## src/rtl/spi_xfer_ctrl.sv

```systemverilog
// spi_xfer_ctrl: SPI burst controller sequencing chip-select timing, per-word TX handshakes and RX strobes.
module spi_xfer_ctrl #(
  parameter int SPI_DATA_WIDTH  = 8,
  parameter int CS_DEVICE_COUNT = 1,
  parameter int MAX_WORDS       = 16,
  parameter int CS_SETUP_CYCLES = 4,
  parameter int CS_HOLD_CYCLES  = 4,
  parameter int CS_IDLE_CYCLES  = 8,
  localparam int CS_SEL_W = (CS_DEVICE_COUNT > 1) ? $clog2(CS_DEVICE_COUNT) : 1,
  localparam int LEN_W    = $clog2(MAX_WORDS + 1)
) (
  input  logic                       clkIn,
  input  logic                       rstIn,
  input  logic                       cmdValidIn,
  output logic                       cmdReadyOut,
  input  logic [CS_SEL_W-1:0]        cmdCsSelIn,
  input  logic [LEN_W-1:0]           cmdLenIn,
  input  logic                       txValidIn,
  output logic                       txReadyOut,
  input  logic [SPI_DATA_WIDTH-1:0]  txDataIn,
  output logic                       spiEnOut,
  output logic                       spiLoadOut,
  output logic [SPI_DATA_WIDTH-1:0]  spiTxDataOut,
  input  logic                       spiWordDoneIn,
  input  logic [SPI_DATA_WIDTH-1:0]  spiRxDataIn,
  output logic                       rxValidOut,
  output logic [SPI_DATA_WIDTH-1:0]  rxDataOut,
  output logic [CS_DEVICE_COUNT-1:0] spiCsLowOut,
  output logic                       busyOut,
  output logic                       errOut
);
  localparam int CNT_MAX = (CS_IDLE_CYCLES > CS_SETUP_CYCLES) ?
                           ((CS_IDLE_CYCLES > CS_HOLD_CYCLES) ? CS_IDLE_CYCLES : CS_HOLD_CYCLES) :
                           ((CS_SETUP_CYCLES > CS_HOLD_CYCLES) ? CS_SETUP_CYCLES : CS_HOLD_CYCLES);
  localparam int CNT_W = $clog2(CNT_MAX + 1);
  if (CS_SETUP_CYCLES < 1 || CS_HOLD_CYCLES < 1 || CS_IDLE_CYCLES < 1) begin : g_bad_cycles
    $error("spi_xfer_ctrl: CS_*_CYCLES must be at least 1");
  end
  typedef enum logic [2:0] {IDLE, SETUP, WAIT_TX, SHIFT, HOLD, GAP} state_t;
  state_t                      state_q, state_d;
  logic [CNT_W-1:0]            cnt_q, cnt_d;
  logic [LEN_W-1:0]            rem_q, rem_d;
  logic [CS_SEL_W-1:0]         sel_q, sel_d;
  logic [SPI_DATA_WIDTH-1:0]   tx_data_q, tx_data_d, rx_data_q, rx_data_d;
  logic                        load_q, load_d, rx_valid_q, rx_valid_d, err_q, err_d;
  logic                        cmd_ready_q, cmd_ready_d, tx_ready_q, tx_ready_d;
  logic                        spi_en_q, spi_en_d, busy_q, busy_d;
  logic [CS_DEVICE_COUNT-1:0]  cs_low_q, cs_low_d;
  logic                        cmd_bad;
  assign cmd_bad = (cmdLenIn == '0) || (cmdLenIn > LEN_W'(MAX_WORDS)) ||
                   ({1'b0, cmdCsSelIn} >= (CS_SEL_W + 1)'(CS_DEVICE_COUNT));
  always_comb begin
    state_d    = state_q;
    cnt_d      = cnt_q;
    rem_d      = rem_q;
    sel_d      = sel_q;
    tx_data_d  = tx_data_q;
    rx_data_d  = rx_data_q;
    load_d     = 1'b0;
    rx_valid_d = 1'b0;
    err_d      = 1'b0;
    case (state_q)
      IDLE: if (cmdValidIn) begin
        err_d = cmd_bad;
        if (!cmd_bad) begin
          state_d = SETUP;
          sel_d   = cmdCsSelIn;
          rem_d   = cmdLenIn;
          cnt_d   = CNT_W'(CS_SETUP_CYCLES - 1);
        end
      end
      SETUP: begin
        state_d = (cnt_q == '0) ? WAIT_TX : SETUP;
        cnt_d   = (cnt_q == '0) ? cnt_q : cnt_q - CNT_W'(1);
      end
      WAIT_TX: if (txValidIn) begin
        state_d   = SHIFT;
        tx_data_d = txDataIn;
        load_d    = 1'b1;
      end
      SHIFT: if (spiWordDoneIn) begin
        rx_data_d  = spiRxDataIn;
        rx_valid_d = 1'b1;
        rem_d      = rem_q - LEN_W'(1);
        state_d    = (rem_q == LEN_W'(1)) ? HOLD : WAIT_TX;
        cnt_d      = CNT_W'(CS_HOLD_CYCLES - 1);
      end
      HOLD: begin
        state_d = (cnt_q == '0) ? GAP : HOLD;
        cnt_d   = (cnt_q == '0) ? CNT_W'(CS_IDLE_CYCLES - 1) : cnt_q - CNT_W'(1);
      end
      GAP: begin
        state_d = (cnt_q == '0) ? IDLE : GAP;
        cnt_d   = (cnt_q == '0) ? cnt_q : cnt_q - CNT_W'(1);
      end
      default: state_d = IDLE;
    endcase
    // Outputs are registered decodes of the next state so they line up with it.
    cmd_ready_d = (state_d == IDLE);
    tx_ready_d  = (state_d == WAIT_TX);
    spi_en_d    = (state_d == SHIFT);
    busy_d      = (state_d != IDLE);
    cs_low_d    = (state_d inside {SETUP, WAIT_TX, SHIFT, HOLD}) ?
                  ~(CS_DEVICE_COUNT'(1) << sel_d) : '1;
  end
  always_ff @(posedge clkIn) begin
    if (rstIn) begin
      state_q     <= IDLE;
      cnt_q       <= '0;
      rem_q       <= '0;
      sel_q       <= '0;
      tx_data_q   <= '0;
      rx_data_q   <= '0;
      load_q      <= 1'b0;
      rx_valid_q  <= 1'b0;
      err_q       <= 1'b0;
      cmd_ready_q <= 1'b1;
      tx_ready_q  <= 1'b0;
      spi_en_q    <= 1'b0;
      busy_q      <= 1'b0;
      cs_low_q    <= '1;
    end else begin
      state_q     <= state_d;
      cnt_q       <= cnt_d;
      rem_q       <= rem_d;
      sel_q       <= sel_d;
      tx_data_q   <= tx_data_d;
      rx_data_q   <= rx_data_d;
      load_q      <= load_d;
      rx_valid_q  <= rx_valid_d;
      err_q       <= err_d;
      cmd_ready_q <= cmd_ready_d;
      tx_ready_q  <= tx_ready_d;
      spi_en_q    <= spi_en_d;
      busy_q      <= busy_d;
      cs_low_q    <= cs_low_d;
    end
  end
  assign cmdReadyOut  = cmd_ready_q;
  assign txReadyOut   = tx_ready_q;
  assign spiEnOut     = spi_en_q;
  assign spiLoadOut   = load_q;
  assign spiTxDataOut = tx_data_q;
  assign rxValidOut   = rx_valid_q;
  assign rxDataOut    = rx_data_q;
  assign spiCsLowOut  = cs_low_q;
  assign busyOut      = busy_q;
  assign errOut       = err_q;
endmodule

```

## config.mk

```make
export PLATFORM = sky130hd
export DESIGN_NAME = spi_xfer_ctrl
export DESIGN_NICKNAME = d
export VERILOG_FILES = /design/src/rtl/spi_xfer_ctrl.sv
export SDC_FILE = /design/constraint.sdc
export NUM_CORES = 1
export LEC_CHECK = 0
export ABC_AREA = 1
export ABC_CLOCK_PERIOD_IN_PS = 1850
export BUFFER_PORTS_ARGS = -buffer_cell sky130_fd_sc_hd__clkbuf_2
export CAP_MARGIN = 20
export CORE_ASPECT_RATIO = 0.8
export CORE_MARGIN = 3
export CORE_UTILIZATION = 45
export DETAILED_ROUTE_END_ITERATION = 7
export PLACE_DENSITY = 0.71
export RECOVER_POWER = 100
export SYNTH_ARGS = -nofsm -noshare
export SYNTH_HDL_FRONTEND = slang
export SYNTH_SLANG_ARGS = --single-unit
```

## constraint.sdc

```tcl
create_clock -name clkIn -period 1.85 [get_ports clkIn]
set_input_delay 0 -clock clkIn [delete_from_list [all_inputs] [get_ports clkIn]]
set_output_delay 0 -clock clkIn [all_outputs]
set_load 0.05 [all_outputs]
```

* Yosys cells after proc, flatten, opt, wreduce, memory -nomap -nowiden *
Cells that the tools add are included.
Widths: inputs -> output; s select.

word-level totals
  flip-flop bits (word level) = 37
  bits of input ports = 27
  output and inout bits = 24
  word-level logic and storage cells = 82

cells by class
  add/sub/neg operators = 2
  $lt $le $gt $ge = 2
  eq/ne operators = 14
  shift-type cells = 1
  mux-type cells = 24
  bitwise operators = 6
  reductions and logical operators = 19

operators by type and width
  cell                 number
  $mux 4               5
  $mux 3               6
  $pmux 3 s6           1
  $pmux 4 s4           1
  $mux 5               3
  $eq 3x2->1 const B   4
  $pmux 5 s2           1
  $eq 3x3->1 const B   3
  $ne 2x2->1 const B   4
  $reduce_bool 4->1    2
  $reduce_or 2->1      4
  $eq 3x1->1 const B   2
  $logic_not 3->1      2
  $mux 1               6
  $not 1->1            6
  $eq 5x1->1 const B   1
  $gt 5x5->1 const B   1
  $logic_not 5->1      1
  $reduce_and 5->1     1
  $sub 5x1->5 const B  1
  $logic_not 4->1      1
  $reduce_and 2->1     2
  $reduce_and 4->1     1
  $sub 4x1->4 const B  1
  7 further kinds      8

* Logic depth before layout (Yosys ltp) *
Gate-level depths: netlist (run 1).

  depth in word-level cells = 10
  mapped depth = 11
  mapped depth without buffers = 11

* Least setup slack after synthesis (run 1) *
Ideal clock, no wire load.

  path type = reg2reg
  start = register cnt_q[0]
  end = register busy_q (netlist: busyOut)
  library setup time = 124 ps
  data arrival time = 1,208 ps
  required time = 1,726 ps
  slack = 518 ps
  cell stages (with the launch flop) = 11
  buffers on the path = 0
  clock period less this slack = 1,332 ps
  path through = dfxtp_1 > inv_1 > ha_1 > nand2_1 > inv_1 > nand2_2 > nand2_1 > nor2_2 > nand2_2 > nand2_2 > nand2_4

between the ends
  cells in the longest elaborated chain, start to end = 4
  elaborated cells on any way between the ends = 6
  classes of those cells = 4 x mux; 2 x reduce/logical

RTL lines
  element                               RTL line    text
  start: declaration                    41          logic [CNT_W-1:0] cnt_q, cnt_d;
  start signal: assignment              124         cnt_q <= cnt_d;
  $logic_not 4->1 *                     73, 89, 93
  $mux 3, or another cell as far along  93          state_d = (cnt_q == '0) ? IDLE : GAP;
  $pmux 3 s6 *                          62          case (state_q)
  $reduce_bool 3->1 *                   102         busy_d = (state_d != IDLE);
  end signal: assignment                135         busy_q <= busy_d;
  end: declaration                      47          logic spi_en_q, spi_en_d, busy_q, busy_d;

Every way passes the cells marked *; elsewhere a longest branch is shown, timed or not.
A chain may end at the register's enable or synchronous reset.

* Worst setup path in the final report (run 1) *
  start = register state_q[1]
  end = register cs_low_q (netlist: spiCsLowOut)

between the ends
  cells in the longest elaborated chain, start to end = 7
  elaborated cells on any way between the ends = 21
  classes of those cells = 9 x eq/ne; 1 x shift; 6 x mux; 2 x bitwise; 3 x reduce/logical

RTL lines
  element                                   RTL line  text
  start: declaration                        40        state_t state_q, state_d;
  start signal: assignment                  123       state_q <= state_d;
  $mux 3                                    65        if (!cmd_bad) begin
  $mux 3                                    63        IDLE: if (cmdValidIn) begin
  $pmux 3 s6                                62
  $eq 3x1->1, or another cell as far along  103       cs_low_d = (state_d inside {SETUP, WAIT_TX, SHIFT, HOLD}) ?
  $reduce_bool 4->1                         103
  $not 1->1 (no source line)                n/a
  $reduce_or 2->1 (no source line)          n/a
  end signal: assignment                    136       cs_low_q <= cs_low_d;
  end: declaration                          48        logic [CS_DEVICE_COUNT-1:0] cs_low_q, cs_low_d;

Several ways; a longest one is shown, not always the timed one.

==> impl_metrics.toml, run 1 <==
[routing]
wl_met3_um = 187
wl_per_cell_um = 11.2
drt_iter0_drc = 96
routed_wl_mm = 4.09
wl_met1_mm = 1.93
avgViaCountPerCell = 4.71
dr_wl_met2_mm = 1.89
highest_layer = "met4"
postRouteAntennaNets = 0
drt_first_pass_iters = 4
remaining_drc_errors = 0
num_vias = 1716

[critical_path]
worstReg2RegStart = "state_q[1]$_SDFF_PP0_"
end_kind = "register"
worstRegToRegCells = 8
path_cells = "nor2_1, nand2_2, nor2_1, nand4_2, nand2_2, nand2_2, nand2_4, nand2_1"
r2r_end = "spiCsLowOut$_SDFF_PP1_"
rrSetupSlack_ns = 0.29
worstSetupStartpointType = "register"
cp.required_ns = 2.03
arrival_ns = 1.75
crit_slowest_cell = "dfxtp_1"
slowest_delay_ns = 0.41
critPathLaunch = "state_q[1]$_SDFF_PP0_"
crit_fanout = 7
cpMostUsedCell = "nand2_2"
path_class = "reg -> reg"
endpoint = "spiCsLowOut$_SDFF_PP1_"

[layout]
drive_gt1_share_pct = 18.3
layout_common_cells = "nor2_1, nand2_1, dfxtp_1, inv_1, clkbuf_2"
final_common_cell = "nor2_1"
diodes = 0
nets = 342
syn2layout_area_growth_pct = 26.7

[floorplan]
fp-row-count = 19
die_h_um = 62.4
core_area_mm2 = 0.00361
ios = 51
initial_core_util_pct = 49.5
die_area_mm2 = 0.00477
dieWidth_um = 76.5

[synth]
synth_fa_ha_area_share_pct = 2.10
synth_top_area_cell = "dfxtp_1"
yosys.area_share.xor_xnor_pct = 0.980
ys_seq_elements = 37
synth_compound_area_share_pct = 10.6
synthCells = 244
postSynthAreaPerCell_um2 = 7.33
yosysWarnings = 0
syn-num-nets = 274
yosysSeqAreaShare_pct = 41.4
synth_top_family_by_area = "simple AND/OR/NAND/NOR gates"
synthTopCellsByArea = "dfxtp_1, nor2_1, nand2_1"
synth_top_area_share_pct = 41.4
ys_types = 30
yosys.area_share.simple_pct = 36.9
syn_area_mm2 = 0.00179
synth_mux_area_share_pct = 0

[grt]
track_usage_pct = 18.7
grt_max_degree = 24
grt_overflow_total = 0
antenna_found_initial = 0
grt_pass1_wl_mm = 7.13
grt_pass1_vias = 1650

[hold_path]
hold_path_class = "in -> reg"
worstHoldStart = "txDataIn[3]"

[sta]
hold-worst-slack_ns = 0.0130
finalSetupTns_ns = 0
max-slew-margin-rel_pct = 57.0
min_period_ns = 1.56
clock_skew_ns = 0.00709
min_period_over_period_pct = 84.6
fmax_mhz = 639
worst_pin_slew_ns = 0.645
setup_viol = 0
hold_viol = 0
rsz0062_at_grt = "false"
drv_slew = 0

[place]
numPortBuffers = 50
gp_congestion = 0.809
dp_hpwl_mm = 2.96

[power_and_ir_drop]
switching_share_pct = 32.9
power_leakage_nw = 1.04
finalPower_w = 0.00189
p_sw_w = 0.000622
p_per_area_mw_per_mm2 = 835
comb_power_share_pct = 25.7
p_int_w = 0.00127
pwr-share-clk_pct = 27.8
peakVddDrop_mv = 0.589
seqPwrFrac_pct = 46.5

[clocking]
cts_setup_buffers = 0
numCtsBuffers = 5
cts-root-buf = "clkbuf_8"
clkTransAtPathRegs_ns = 0.07
h-tree-depth = 2
clk_latency_ns = 0.29
numClockSinks = 37
clockBufferDepth = 2
cts_tree = "done"

[flow_run]
cap_violations = 0

[outcome]
status = "finished clean"
-- how the worst min path moves through the flow --
stage,end,slack (ns),cells after the start
4_1_cts,spiTxDataOut[3]$_SDFFE_PP0P_,0.02,3
5_1_grt,spiTxDataOut[3]$_SDFFE_PP0P_,0.06,3
6_report,spiTxDataOut[3]$_SDFFE_PP0P_,0.01,3
3_5_place_dp,rxDataOut[7]$_SDFFE_PP0P_,0.24,3
2_1_floorplan,spiEnOut$_SDFF_PP0_,0.07,1
3_3_place_gp,rxDataOut[2]$_SDFFE_PP0P_,0.22,3
-- routing by layer --
metal	vias up	GRT usage (%)
met1	746	22.2
met5	-	0
li1	914	-
met3	10	4.76
met2	46	31.5
met4	0	8.82
-- flip-flops by register name, indices dropped and copies added, names as in the netlist --
register,count
spiCsLowOut,1
rem_q,5
errOut,1
txReadyOut,1
sel_q,1
spiEnOut,1
cmdReadyOut,1
rxValidOut,1
state_q,3
cnt_q,4
busyOut,1
spiTxDataOut,8
rxDataOut,8
spiLoadOut,1
-- metrics by stage --
step / utilization, % / std cells / worst slack [ns] / cell area [µm²]
6_report: 62.7 / 364 / 0.286 / 2270
3_5_place_dp: 57.7 / 342 / 0.321 / 2080
3_3_place_gp: 57.7 / 342 / 0.393 / 2080
4_1_cts: 64.1 / 364 / 0.299 / 2310
5_1_grt: 62.7 / 364 / 0.0897 / 2270
2_1_floorplan: - / 244 / 0.518 / 1790
-- synthesized netlist by cell type --
cell type,instances
o21ai_0,19
nand2_4,3
a22oi_1,1
o21ai_2,1
nor2_4,4
nor2_2,4
nand2_2,8
dfxtp_1,37
xnor2_1,1
inv_1,24
o22ai_1,2
inv_4,1
nand3_2,1
nand4_2,1
nand3_4,1
a21oi_1,9
buf_2,1
nand4_1,4
nand3_1,22
nand2_1,37
clkbuf_1,3
a21oi_2,1
ha_1,3
nor2_1,46
o21ai_1,1
xor2_1,1
buf_6,1
nor2_8,1
inv_2,5
a31oi_1,1
-- power by group through the flow --
stage,registers [W],logic [W],clock network [W]
2_1_floorplan,0.000984,0.000292,0
3_3_place_gp,0.000898,0.000479,0
4_1_cts,0.000881,0.000508,0.000549
3_5_place_dp,0.000898,0.000480,0
5_1_grt,0.000887,0.000544,0.000585
6_report,0.000881,0.000487,0.000526
-- timing repair --
item,in CTS,in global routing
endpoints found under the hold margin,15,0
hold buffers,15,0
gates resized for setup,0,0
-- area by class of cell --
cell class | count | area (µm²)
Timing Repair Buffer | 66 | 378
Sequential cell | 37 | 741
Fill cell | 362 | 1350
Inverter | 30 | 115
Multi-Input combinational cell | 172 | 886
Tap cell | 52 | 65.1
Clock inverter | 1 | 8.76
Clock buffer | 6 | 72.6
-- cell families (layout without fill, tap and decap cells) --
| logic type | count (synthesis) | in the layout |
|---|---|---|
| xor+xnor | 2 | 2 |
| flops | 37 | 37 |
| buf+inv | 35 | 103 |
| compound gates | 35 | 35 |
| simple gates | 132 | 132 |
| fa+ha+maj | 3 | 3 |
-- critical path: cells and delay by family (launching register included) --
kind | cells | cell delay [ns]
and+or+nand+nor | 8 | 1.05
DFF | 1 | 0.41
Power figures use the tool's default switching activity.
==> inputs of run 2 (changes only) <==
--- a/config.mk
+++ b/config.mk
@@ -5,15 +5,15 @@
 export SDC_FILE = /design/constraint.sdc
 export NUM_CORES = 1
 export LEC_CHECK = 0
-export ABC_AREA = 1
-export ABC_CLOCK_PERIOD_IN_PS = 1850
+export ABC_AREA = 0
+export ABC_CLOCK_PERIOD_IN_PS = 1400
 export BUFFER_PORTS_ARGS = -buffer_cell sky130_fd_sc_hd__clkbuf_2
 export CAP_MARGIN = 20
 export CORE_ASPECT_RATIO = 0.8
 export CORE_MARGIN = 3
 export CORE_UTILIZATION = 45
 export DETAILED_ROUTE_END_ITERATION = 7
-export PLACE_DENSITY = 0.71
+export PLACE_DENSITY = 0.75
 export RECOVER_POWER = 100
 export SYNTH_ARGS = -nofsm -noshare
 export SYNTH_HDL_FRONTEND = slang
==> constraint.sdc (replaced) <==
create_clock -name clkIn -period 1.4 [get_ports clkIn]
set_input_delay 0 -clock clkIn [delete_from_list [all_inputs] [get_ports clkIn]]
set_output_delay 0 -clock clkIn [all_outputs]
set_load 0.05 [all_outputs]
==> run 2 against run 1 <==
  * The run now ends with setup timing left
  * Maximum frequency decreased by 0.79%
  * Worst setup slack got worse by 0.46 ns
  * Critical path depth decreased by 2
  * Routed wire length rose by 11%
  * Non-clock buffer count increased by 33
  * Critical endpoint is now txReadyOut$_SDFF_PP0_
==> impl_metrics.toml, run 2 <==
[outcome]
status = "complete, but fails checks"
violations = "setup timing"

[sta]
worst_pin_slew_ns = 0.614
rsz0062_at_grt = "true"
clock_skew_ns = 0.00268
setup_viol = 16
layout_setup_ws_ns = -0.177
max-slew-margin-rel_pct = 59.2
min_period_over_period_pct = 113
hold-worst-slack_ns = 0.102
hold_viol = 0
drv_slew = 0
finalSetupTns_ns = -1.41
fmax_mhz = 634
min_period_ns = 1.58

[routing]
num_vias = 1743
routed_wl_mm = 4.56
wl_per_cell_um = 13.5
postRouteAntennaNets = 0
avgViaCountPerCell = 5.16
remaining_drc_errors = 0
drt_iter0_drc = 106
drt_first_pass_iters = 4

[synth]
synth_top_family_by_area = "simple AND/OR/NAND/NOR gates"
synthCells = 200
synth_edf_count = 0
ys_types = 34
synth_top_area_cell = "dfxtp_1"
yosysWarnings = 0
synth_compound_area_share_pct = 17.2
synth_mux_area_share_pct = 2.49
synth_commonest_cells = "nand2_1, dfxtp_1, a21oi_1"
synthTopCellsByArea = "dfxtp_1, nand2_1, a21oi_1"
synth_fa_ha_area_share_pct = 2.33
ys.flop_type = "dfxtp_1"
yosys.area_share.xor_xnor_pct = 1.09
async_flop_share_pct = 0
syn_area_mm2 = 0.00161
syn-num-nets = 230
synth_top_area_share_pct = 46.1
postSynthAreaPerCell_um2 = 8.04
yosysSeqAreaShare_pct = 46.1
yosys.area_share.simple_pct = 26.3
ys_seq_elements = 37
yosysMostFrequentCell = "nand2_1"

[layout]
final_common_cell = "nand2_1"
diodes = 0
layout_common_cells = "nand2_1, dfxtp_1, clkbuf_2, buf_4, clkbuf_1"
syn2layout_area_growth_pct = 57.3
final_cells = 338
drive_gt1_share_pct = 35.9
fin_util_pct = 78.0
nets = 327
fillers = 250

[critical_path]
arrival_ns = 1.79
crit_fanout = 3
crit_buf_inv = 1
rrSetupSlack_ns = -0.18
worstSetupStartpointType = "register"
path_cells = "inv_2, ha_4, nor3b_4, a21oi_2, or4_4, nor3_2"
cp_top_family = "simple AND/OR/NAND/NOR gates"
slowest_delay_ns = 0.52
end_kind = "register"
cp.required_ns = 1.61
path_class = "reg -> reg"
crit_slowest_cell = "or4_4"

[place]
numPortBuffers = 50
post-place-cells = 310
place_ws_ns = -0.235
dp_hpwl_mm = 2.97
gp_congestion = 0.849

[floorplan]
fp-row-count = 18
initial_core_util_pct = 49.6
core_area_mm2 = 0.00324
die_h_um = 59.5
dieWidth_um = 72.8
ios = 51
die_area_mm2 = 0.00433

[grt]
grt_pass1_vias = 1525
antenna_found_initial = 0
grt_pass1_wl_mm = 7.11
grt_max_degree = 19
grt_overflow_total = 0
track_usage_pct = 21.3

[clocking]
numCtsBuffers = 5
cts-root-buf = "clkbuf_8"
h-tree-depth = 2
numClockSinks = 37
cts_tree = "done"
clockBufferDepth = 2
clk_latency_ns = 0.28
clkTransAtPathRegs_ns = 0.07

[hold_path]
hold_path_class = "in -> reg"

[power_and_ir_drop]
peakVddDrop_mv = 0.742
p_per_area_mw_per_mm2 = 996
power_leakage_nw = 1.04

[flow_run]
cap_violations = 0
-- run 2: changes by cell type after synthesis, sizes merged, moves of 4 or more --
cell,previous run,this run
nand2,48,41
o21ai,21,10
nand3,24,4
nor2b,0,6
a21oi,10,26
inv,30,10
nor3,0,5
clkbuf,3,7
nand4,5,0
mux2i,0,4
nor2,55,15
-- run 2: through the flow --
| stage | total power (W) | instance area (µm²) |
|---|---|---|
| 6_report | 0.00252 | 2530 |
| 5_1_grt | 0.00265 | 2530 |
| 4_1_cts | 0.00249 | 2470 |
| 3_5_place_dp | 0.00170 | 2140 |
| 3_3_place_gp | 0.00169 | 2140 |
| 2_1_floorplan | 0.00150 | 1670 |
-- run 2: final timing paths --
path / cells past startpoint / end / from
setup / recovery: 6 / txReadyOut$_SDFF_PP0_ / cnt_q[0]$_SDFFE_PP0P_
hold / removal: 4 / errOut$_SDFF_PP0_ / cmdValidIn
setup reg to reg: 6 / txReadyOut$_SDFF_PP0_ / cnt_q[0]$_SDFFE_PP0P_
hold reg to reg: 2 / spiTxDataOut[6]$_SDFFE_PP0P_ / spiTxDataOut[6]$_SDFFE_PP0P_
-- run 2: logic make-up (layout without fill, tap and decap cells) --
family | count (synthesis) | in the layout
AO/OA/AOI/OAI | 48 | 48
XOR/XNOR | 2 | 2
adder cells (fa/ha/maj) | 3 | 3
buffers and inverters | 19 | 117
flip-flops | 37 | 37
multiplexers | 4 | 4
AND/OR/NAND/NOR | 87 | 87
-- run 2: layer usage --
| layer | global-route usage [%] | routed length (µm) |
|---|---|---|
| met1 | 28.2 | 2040 |
| met2 | 35.6 | 2220 |
| met3 | 4.75 | 262 |
| met4 | 4.74 | 35 |
| met5 | 0 | 0 |
-- run 2: worst min-delay path: stages --
cell and delay, ns:
clkbuf_2 0.10, nand3_2 0.08, buf_4 0.11, nor3b_1 0.05
-- run 2: cell type report --
| type | count | area [µm²] | area share [%] |
|---|---|---|---|
| flip-flops and latches | 37 | 747 | 29.5 |
| multi-input cells | 144 | 963 | 38.1 |
| inverters | 10 | 37.5 | 1.48 |
| clock inverters | 2 | 10.0 | 0.396 |
| clock buffers | 6 | 72.6 | 2.87 |
| well taps | 40 | 50.0 | 1.98 |
| repair buffers | 99 | 648 | 25.6 |
-- run 2: repair_timing --
action | CTS | global route
endpoints found under the hold margin | 16 | 0
gates resized for setup | 20 | 26
pin swaps | 9 | 15
buffers inserted | 2 | 2
hold buffers | 16 | 0
setup endpoints to repair | 24 | 19
gates cloned | 0 | 1
-- run 2: power by group --
part	internal (W)	switching [W]
sequential	0.00110	0.0000299
clock	0.000345	0.000359
combinational	0.000310	0.000370
